<file path="config.mk">
export PLATFORM = sky130hd
export DESIGN_NAME = mem_port_arbiter
export DESIGN_NICKNAME = d
export VERILOG_FILES = /design/src/rtl/mem_port_arbiter_pkg.sv /design/src/rtl/mem_port_arbiter_starve.sv /design/src/rtl/mem_port_arbiter.sv
export SDC_FILE = /design/constraint.sdc
export NUM_CORES = 1
export LEC_CHECK = 0
export CORE_AREA = 2 2 107 109
export CTS_CLUSTER_DIAMETER = 60
export DETAILED_ROUTE_END_ITERATION = 10
export DIE_AREA = 0 0 109 111
export PLACE_DENSITY = 0.58
export SETUP_SLACK_MARGIN = 0.15
export SLEW_MARGIN = 20
export SYNTH_ARGS = -nofsm -noshare
export SYNTH_HDL_FRONTEND = slang
export SYNTH_HIERARCHICAL = 1
export SYNTH_SLANG_ARGS = --single-unit
</file>
<file path="constraint.sdc">
create_clock -name clk -period 2.4 [get_ports clk]
set_input_delay 0.36 -clock clk [delete_from_list [all_inputs] [get_ports clk]]
set_output_delay 0.36 -clock clk [all_outputs]
set_load 0.05 [all_outputs]
</file>
<file path="src/rtl/mem_port_arbiter_pkg.sv">
// ---------------------------------------------------------------------------
// mem_port_arbiter_pkg
//
// Purpose:
//    Shared types and constants for the unified memory port arbiter. The
//    arbiter and its starvation counter both import this package so that the
//    grant and state encodings stay in one place.
//
// Contents:
//    state_t   : arbiter FSM state (IDLE, BUSY)
//    gnt_t     : latched grant owner (GNT_FETCH, GNT_DATA)
//    WE_NONE   : byte write mask used for reads and idle cycles
//    CNT_W     : width of the latency down-counter (MEM_LAT up to 4)
//    STARVE_W  : width of the starvation counter (STARVE_MAX up to 15)
//    lat_load  : value loaded into the latency counter at issue
// ---------------------------------------------------------------------------
package mem_port_arbiter_pkg;

   typedef enum logic {
      IDLE = 1'b0,
      BUSY = 1'b1
   } state_t;

   typedef enum logic {
      GNT_FETCH = 1'b0,
      GNT_DATA  = 1'b1
   } gnt_t;

   localparam logic [3:0] WE_NONE = 4'b0000;

   localparam int CNT_W    = 2;
   localparam int STARVE_W = 4;

   // The counter is loaded with MEM_LAT-1 so that it reaches zero in the
   // cycle exactly MEM_LAT cycles after the issue cycle.
   function automatic logic [CNT_W-1:0] lat_load(input int lat);
      return CNT_W'(lat - 1);
   endfunction

endpackage

</file>
<file path="src/rtl/mem_port_arbiter_starve.sv">
// ---------------------------------------------------------------------------
// arb_starve_ctr
//
// Purpose:
//    Counts consecutive data grants issued while a fetch is waiting. Once the
//    count reaches STARVE_MAX the force_fetch flag tells the arbiter to hand
//    the next contested grant to the fetch side, guaranteeing that the
//    instruction stream makes progress under a continuous load/store burst.
//
// Ports:
//    clk          in   system clock, rising edge
//    rst          in   asynchronous active-high reset
//    if_req       in   fetch request level; low clears the count
//    grant_fetch  in   one-cycle strobe, a fetch was issued this cycle
//    grant_data   in   one-cycle strobe, a data access was issued this cycle
//    force_fetch  out  count has reached STARVE_MAX
// ---------------------------------------------------------------------------
module arb_starve_ctr
   import mem_port_arbiter_pkg::*;
#(
   parameter int STARVE_MAX = 4
)
(
   input  logic clk,
   input  logic rst,
   input  logic if_req,
   input  logic grant_fetch,
   input  logic grant_data,
   output logic force_fetch
);

   localparam logic [STARVE_W-1:0] MAX_CNT = STARVE_W'(STARVE_MAX);

   logic [STARVE_W-1:0] starve_cnt;

   // The count only means something while a fetch is actually waiting, so it
   // is dropped whenever if_req is low as well as when the fetch finally wins.
   // It saturates at MAX_CNT instead of wrapping so force_fetch stays set
   // until a fetch grant clears it.
   always_ff @(posedge clk or posedge rst) begin
      if (rst) begin
         starve_cnt <= '0;
      end else if (!if_req || grant_fetch) begin
         starve_cnt <= '0;
      end else if (grant_data && (starve_cnt != MAX_CNT)) begin
         starve_cnt <= starve_cnt + 1'b1;
      end
   end

   assign force_fetch = (starve_cnt == MAX_CNT);

endmodule

</file>
<file path="src/rtl/mem_port_arbiter.sv">
// ---------------------------------------------------------------------------
// mem_port_arbiter
//
// Purpose:
//    Shares the single unified instruction/data memory port between the IF
//    stage (instruction fetch) and the MWB stage (load/store). Each access is
//    issued in one IDLE cycle and completes exactly MEM_LAT cycles later, when
//    the owner's valid pulses for one cycle with the read data routed through.
//    Data accesses win contested cycles because they belong to the older
//    instruction; arb_starve_ctr forces a fetch after STARVE_MAX consecutive
//    data wins. stall is asserted while either requester is still waiting.
//
// Parameters:
//    MEM_LAT     memory read latency in cycles, 1..4
//    STARVE_MAX  data grants allowed while a fetch waits, 1..15
//
// Ports:
//    clk        in   system clock, rising edge
//    rst        in   asynchronous active-high reset
//    if_req     in   fetch request, held until if_valid
//    if_addr    in   fetch byte address
//    if_rdata   out  fetch data, valid with if_valid (0 otherwise)
//    if_valid   out  one-cycle fetch completion pulse
//    d_req      in   load/store request, held until d_valid
//    d_we       in   byte write mask, 0 = load
//    d_addr     in   data byte address
//    d_wdata    in   store data
//    d_rdata    out  load data, valid with d_valid (0 otherwise)
//    d_valid    out  one-cycle data completion pulse
//    mem_en     out  memory command strobe (issue cycle only)
//    mem_we     out  memory byte write mask (issue cycle only)
//    mem_addr   out  memory address
//    mem_wdata  out  memory write data
//    mem_rdata  in   memory read data, MEM_LAT cycles after mem_en
//    stall      out  pipeline hold request
// ---------------------------------------------------------------------------
module mem_port_arbiter
   import mem_port_arbiter_pkg::*;
#(
   parameter int MEM_LAT    = 1,
   parameter int STARVE_MAX = 4
)
(
   input  logic        clk,
   input  logic        rst,
   input  logic        if_req,
   input  logic [31:0] if_addr,
   output logic [31:0] if_rdata,
   output logic        if_valid,
   input  logic        d_req,
   input  logic [3:0]  d_we,
   input  logic [31:0] d_addr,
   input  logic [31:0] d_wdata,
   output logic [31:0] d_rdata,
   output logic        d_valid,
   output logic        mem_en,
   output logic [3:0]  mem_we,
   output logic [31:0] mem_addr,
   output logic [31:0] mem_wdata,
   input  logic [31:0] mem_rdata,
   output logic        stall
);

   localparam logic [CNT_W-1:0] LAT_LOAD = lat_load(MEM_LAT);
   localparam logic [CNT_W-1:0] CNT_ONE  = CNT_W'(1);

   state_t            state;
   gnt_t              gnt;
   logic [CNT_W-1:0]  cnt;

   logic              any_req;
   logic              force_fetch;
   logic              win_data;
   logic              issue;
   logic              grant_fetch;
   logic              grant_data;

   // Winner selection. Data wins any contested cycle unless the starvation
   // counter has saturated, in which case the waiting fetch goes first.
   assign any_req  = if_req | d_req;
   assign win_data = d_req & ~(if_req & force_fetch);

   // An access is issued only from IDLE. rst is folded in so that a request
   // held high during reset cannot put a command on the port.
   assign issue       = (state == IDLE) & any_req & ~rst;
   assign grant_data  = issue & win_data;
   assign grant_fetch = issue & ~win_data;

   arb_starve_ctr #(
      .STARVE_MAX (STARVE_MAX)
   ) u_starve (
      .clk         (clk),
      .rst         (rst),
      .if_req      (if_req),
      .grant_fetch (grant_fetch),
      .grant_data  (grant_data),
      .force_fetch (force_fetch)
   );

   // Memory command path. The command goes out combinationally in the issue
   // cycle so the access starts without an extra register stage. The write
   // mask is forced to WE_NONE outside the issue cycle so a store is written
   // exactly once even though d_we stays asserted until d_valid.
   always_comb begin
      mem_en    = issue;
      mem_we    = WE_NONE;
      mem_addr  = if_addr;
      mem_wdata = '0;
      if (win_data) begin
         mem_addr  = d_addr;
         mem_wdata = d_wdata;
         if (issue) begin
            mem_we = d_we;
         end
      end
   end

   // Sequencing FSM. The valid pulses are registered: they are set on the
   // edge that enters the completion cycle (cnt reaching 0), which for
   // MEM_LAT=1 is the issue edge itself. Completion always returns to IDLE,
   // so a new grant is never evaluated in a completion cycle and a requester
   // that keeps req high is simply re-arbitrated in the next IDLE cycle.
   always_ff @(posedge clk or posedge rst) begin
      if (rst) begin
         state    <= IDLE;
         gnt      <= GNT_FETCH;
         cnt      <= '0;
         if_valid <= 1'b0;
         d_valid  <= 1'b0;
      end else begin
         if_valid <= 1'b0;
         d_valid  <= 1'b0;
         case (state)
            IDLE: begin
               if (any_req) begin
                  gnt   <= win_data ? GNT_DATA : GNT_FETCH;
                  cnt   <= LAT_LOAD;
                  state <= BUSY;
                  if (MEM_LAT == 1) begin
                     if_valid <= ~win_data;
                     d_valid  <= win_data;
                  end
               end
            end
            BUSY: begin
               if (cnt == '0) begin
                  state <= IDLE;
               end else begin
                  cnt <= cnt - 1'b1;
                  if (cnt == CNT_ONE) begin
                     if_valid <= (gnt == GNT_FETCH);
                     d_valid  <= (gnt == GNT_DATA);
                  end
               end
            end
            default: begin
               state <= IDLE;
            end
         endcase
      end
   end

   // Read data is only meaningful in the completion cycle, where mem_rdata
   // arrives from the memory; outside it the data outputs read as zero.
   assign if_rdata = if_valid ? mem_rdata : '0;
   assign d_rdata  = d_valid  ? mem_rdata : '0;

   // Hold the pipeline while either requester is still waiting for its
   // result; the valid term releases a requester in its completion cycle.
   assign stall = (if_req & ~if_valid) | (d_req & ~d_valid);

endmodule

</file>
# [Yosys cells after proc, flatten, opt, wreduce, memory -nomap -nowiden]
# Cells that the tools add are included.
[classes] add_sub_neg=2 mul=0 div=0 n_lt_le_gt_ge=0 n_eq_ne=5 shift=0 n_mux=23 n_bitwise=17 reduce_logical=7
[ops] cell="$mux W32" count=4
[ops] cell="$mux W4" count=4
[ops] cell="$mux W1" count=9
[ops] cell="$and A1 B1 Y1" count=8
[ops] cell="$not A1 Y1" count=7
[ops] cell="$pmux W1 S2" count=3
[ops] cell="$add A4 B1 Y4 const B" count=1
[ops] cell="$eq A4 B3 Y1 const B" count=1
[ops] cell="$mux W2" count=2
[ops] cell="$ne A2 B2 Y1 const B" count=2
[ops] cell="$ne A4 B3 Y1 const B" count=1
[ops] cell="$pmux W2 S2" count=1
[ops] cell="$reduce_and A2 Y1" count=2
[ops] cell="$eq A2 B1 Y1 const B" count=1
[ops] cell="$logic_not A2 Y1" count=1
[ops] cell="$or A1 B1 Y1" count=2
[ops] cell="$reduce_bool A2 Y1" count=1
[ops] cell="$sub A2 B1 Y2 const B" count=1
[ops] cell="$logic_and A1 B1 Y1" count=1
[ops] cell="$logic_not A1 Y1" count=1
[ops] cell="$logic_or A1 B1 Y1" count=1
[word_totals] ff_bits=10 latch_bits=0 ramBits=0 rom_bits=0 input_bits=136 output_inout_bits=136 word_cells=60 mem_count=0

# [Logic depth before layout (Yosys ltp)]
[logic_depth] ltp_word=8 depth_mapped=9 ltp_nobuf=9

# [Modules after synthesis]
# The synthesis kept the hierarchy.
[modules_own_cells] module="mem_port_arbiter" instances=1 cells_per_inst=180 area_per_inst_um2=1412.6 seq_area_each_um2=150.1
[modules_own_cells] module="arb_starve_ctr" instances=1 cells_per_inst=27 area_per_inst_um2=227.7 seq_area_each_um2=100.1

# [Worst setup path before layout]
# OpenSTA, ideal clock, no wires.
[synth_timing] kind="register to output" startpoint="register u_starve.starve_cnt[0]" endpoint="output port mem_addr[2]" arrival_time_ps=1769 t_required_ps=2040 slack_ps=271 stages_incl_launch_ff=8 n_path_buf=1 cell_sequence="dfrtp_1 inv_1 ha_1 nand3b_1 inv_1 a21boi_4 buf_6 mux2_1"
[synth_via] elab_chain_cells=5
[synth_rtl] item="from (decl)" line="mem_port_arbiter_starve.sv:34" text="logic [STARVE_W-1:0] starve_cnt;"
[synth_rtl] item="from (signal assigned)" line="mem_port_arbiter_starve.sv:46" text="starve_cnt <= starve_cnt + 1'b1;"
[synth_rtl] item="$eq A4 B3 Y1" line="mem_port_arbiter_starve.sv:50" text="assign force_fetch = (starve_cnt == MAX_CNT);"
[synth_rtl] item="named net force_fetch" line="mem_port_arbiter.sv:72" text="logic force_fetch;"
[synth_rtl] item="$and A1 B1 Y1" line="mem_port_arbiter.sv:81" text="assign win_data = d_req & ~(if_req & force_fetch);"
[synth_rtl] item="$not A1 Y1" line="mem_port_arbiter.sv:81"
[synth_rtl] item="$and A1 B1 Y1" line="mem_port_arbiter.sv:81"
[synth_rtl] item="$mux W32" line="mem_port_arbiter.sv:109" text="if (win_data) begin"
[synth_rtl] item="to (decl)" line="mem_port_arbiter.sv:58" text="output logic [31:0] mem_addr,"
# The timed path passes the listed nets, and every way through them passes these cells.

# [Worst setup path in the final report]
[layout_timing] startpoint="register u_starve.starve_cnt[0]" endpoint="output port mem_addr[12]"
# The elaborated chain is that of the path after synthesis.

==> Implementation_results.wiki <==
{| class="wikitable"
! Metric !! Value
|-
| Total GRT Usage || 17.89%
|-
| CTS tree || yes
|-
| Fin worst setup slack || -0.04238 ns
|-
| Max_slew headroom || roughly 70%
|-
| Worst reg2reg path endpoint || u_starve/starve_cnt[0]
|-
| Global-route wire length before repair || between 15000 and 20000 um
|-
| Unrepaired setup endpoints after global routing || yes
|-
| # fillers || 995
|-
| Maximum net fanout on the critical path || 5
|-
| Critical path class || reg2out
|-
| Length in cells of the worst reg-to-reg path || 18
|-
| Power per unit of standard cell area || 660.0 nW/um2
|-
| Final period utilization || 101.8%
|-
| Final wirelength || 11360 um
|-
| Largest buffer count on any clock path || 2
|-
| Outcome || complete, but fails checks
|-
| Number of nets in the synthesized netlist || 347
|-
| Slew at the pin closest to its max-slew limit || around 0.45 ns
|-
| CP Cell Sequence || inv_2 > ha_4 > nand3b_1 > inv_2 > a21boi_4 > buf_6 > buf_6 > buf_12 > buf_16 > mux2_4 > buf_8
|-
| Leakage Power || 0.002569 uW
|-
| Clock slew at the register clock pins of the worst setup and hold paths || 0.04 ns
|-
| Cells after synthesis || a little over 200
|-
| Non-filler instance count after layout || 653
|-
| Worst reg-to-reg setup slack || roughly 0.020 ns
|-
| WP data arrival || 2.08 ns
|-
| Number of warnings reported in the yosys synthesis log || 6
|-
| Final design instance area without fill || between 5000 and 6000 um2
|-
| Worst hold endpoint || if_valid
|-
| Critical path's largest stage delay || 0.38 ns
|-
| Number of levels the H-tree was split into || 1
|-
| Worst Setup End Kind || output port
|-
| Detailed Routing Iterations Pass 1 || 4
|-
| Final Net Count || 650
|-
| Area added between synthesis and finish || 239.8%
|-
| Netlist Area Pre-Place || about 1600 um2
|-
| Core area || 11080 um2
|-
| Total Die Area || 12100 um2
|-
| Critical path data required time || 2.04 ns
|-
| Critical path launch point type || flip-flop
|-
| Highest attainable clock frequency || 409.4 MHz
|-
| Worst r2r src || u_starve/starve_cnt[0]
|-
| Antenna violations before repair || 2
|-
| Antenna violation net count after detailed routing || 0
|-
| Via count || 2699
|-
| Min Tclk post-route || approximately 2.4 ns
|-
| Count of hold-fix buffers inserted at cts || 0
|-
| Routed wire per std cell || 17.39 um
|-
| Number of synthesized flops with an enable pin || 0
|-
| CTS root buffer || clkbuf_16
|-
| Violations in the final reports || negative setup slack
|-
| Avg Inst Size Synth || ~7.9 um2
|-
| Worst vdd ir || 0.4690 mV
|-
| Register area share after synthesis || 15.26%
|-
| HPWL Detailed || 9011 um
|-
| I/O pin cnt || 272
|-
| Worst hold path type || reg2reg
|-
| Master of the slowest instance on the critical path || dfrtp_1
|-
| Final Slew Violations || 0
|-
| Pin count of the biggest net entering global routing || 35
|-
| Vias in the first global route || 2886
|-
| Library cells used by synthesis || 29
|-
| Share of post-route cells with drive strength above 1 || 51.08%
|-
| Clock sink total || 10
|-
| Iter 0 DRT Violations || 68
|-
| Placed cell count || approximately 620
|-
| Post-layout power || 3679 uW
|-
| Main synth FF type || dfrtp_1
|-
| Floorplan die width || 109 um
|-
| Port bufs || between 200 and 300
|-
| Grt total ovfl || 0
|-
| Max-capacitance violation count || 0
|-
| Share of synthesized registers carrying an async set or reset || 100.0%
|-
| CTS Buf Count || 3
|-
| DRC violation count after routing || 0
|-
| GPL Wtd Cong || slightly below 0.8
|-
| FF+latch count, synth || 10
|-
| Y dimension of the die || around 110 um
|-
| Cell Rows || 39
|-
| Insertion delay to the later sink of the worst-skew pair || around 0.24 ns
|-
| Final number of setup-violating endpoints || 27
|-
| Hold Crit Depth || 1
|-
| Final clock skew || 0.0007744 ns
|-
| Final Hold Fails || 0
|-
| Source of the worst hold timing path || gnt
|-
| Vias/cell || 4.133
|-
| Initial core utilization || between 10% and 20%
|-
| Post-detailed-placement cell area || 4688 um2
|}
==> flip-flops by register name (all words and copies together), names as in the netlist <==
register / cells
if_valid: 1
state: 1
cnt: 2
gnt: 1
u_starve/starve_cnt: 4
d_valid: 1
==> synthesized netlist by cell type, types with 2 or more instances <==
| cell | number | area share, % |
|---|---|---|
| a21boi_0 | 2 | 0.92 |
| a21oi_1 | 4 | 1.2 |
| and2_1 | 96 | 37 |
| and3_1 | 4 | 1.5 |
| buf_6 | 4 | 2.7 |
| clkbuf_1 | 9 | 2.1 |
| dfrtp_1 | 10 | 15 |
| ha_1 | 4 | 3.1 |
| inv_1 | 11 | 2.5 |
| mux2_1 | 2 | 1.4 |
| mux2_2 | 30 | 21 |
| nand2b_1 | 2 | 0.76 |
| nand3_1 | 4 | 1.2 |
| nand3b_1 | 2 | 0.92 |
| nor2_1 | 3 | 0.69 |
| nor3_1 | 3 | 0.92 |
| o21ai_0 | 2 | 0.61 |
| o22ai_1 | 3 | 1.1 |
| or3_1 | 2 | 0.76 |
==> cell families after synthesis <==
| family | after synthesis | share of synthesized area (%) |
|---|---|---|
| adder cells (fa/ha/maj) | 4 | 3.051 |
| multiplexers | 32 | 21.97 |
| buffers and inverters | 25 | 7.627 |
| AND/OR/NAND/NOR | 119 | 44.55 |
| flip-flops | 10 | 15.26 |
| AO/OA/AOI/OAI | 17 | 7.552 |
==> layout by cell type, fill, tap and decap left out, types with 3 or more instances in the layout <==
master,instances
nor2_1,3
ha_1,3
buf_12,42
buf_6,31
dfrtp_1,10
buf_8,12
inv_2,3
inv_1,8
and2_4,32
mux2_2,17
and2_1,64
buf_4,85
clkdlybuf4s50_1,135
mux2_4,15
buf_16,7
o22ai_1,3
clkbuf_16,3
==> per-layer routing <==
layer	track usage, %	up-vias	wire length (um)
li1	-	1282	-
met1	16.17	1207	3430
met2	35.28	189	6190
met3	6.408	19	1416
met4	6.239	2	305
met5	0	-	13
==> cell type report <==
cell class	count	area (um2)	share of cell area [%]
Timing Repair Buffer	312	3552	63.73
Clock buffer	4	88.84	1.594
Antenna cell	1	2.502	0.04489
Tap cell	143	178.9	3.210
Inverter	11	41.29	0.7407
Multi-Input combinational cell	172	1460	26.20
Sequential cell	10	250.2	4.489
==> critical path: cells and delay by family, from the launching register on <==
kind / cells / cell delay, ns
adders and majority gates: 1 / 0.14
DFF: 1 / 0.38
and+or+nand+nor: 1 / 0.12
AOI/OAI and AO/OA: 1 / 0.06
buffers and inverters: 7 / 0.83
muxes: 1 / 0.30
==> report_power, final <==
part | internal (uW) | total (uW) | switching [uW]
Combinational | 1190 | 3080 | 1890
Sequential | 221 | 270 | 49.0
Clock | 251 | 331 | 80.2
Total | 1660 | 3680 | 2020
==> stage by stage <==
stage | setup TNS [ns] | hold slack (ns) | setup WS [ns] | util [%]
6_report | -0.5570 | 0.4854 | -0.04238 | 50.32
4_1_cts | 0 | 0.4782 | 0.01915 | 49.54
2_1_floorplan | 0 | 0.1261 | 0.2706 | -
3_3_place_gp | 0 | 0.4615 | 0.1048 | 42.32
5_1_grt | -3.743 | 0.5195 | -0.1118 | 50.30
3_5_place_dp | 0 | 0.4732 | 0.06376 | 42.32
==> worst max-delay path by stage <==
| stage | slack [ns] | from | cells past startpoint | endpoint |
|---|---|---|---|---|
| after floorplan | 0.27 | u_starve/starve_cnt[0] | 7 | mem_addr[2] |
| after global placement | 0.10 | d_req | 5 | mem_addr[23] |
| after detailed placement | 0.06 | d_req | 5 | mem_addr[27] |
| after CTS | 0.02 | u_starve/starve_cnt[0] | 11 | mem_addr[12] |
| after global routing | -0.11 | u_starve/starve_cnt[0] | 11 | mem_addr[11] |
| final | -0.04 | u_starve/starve_cnt[0] | 11 | mem_addr[12] |
==> timing repair <==
action | 4_1_cts | 5_1_grt
buffers inserted | 22 | 3
setup endpoints to repair | 68 | 72
gates cloned | 7 | 0
pin swaps | 16 | 4
resized for setup | 101 | 23
No activity file was read; power rests on OpenSTA's default activity.
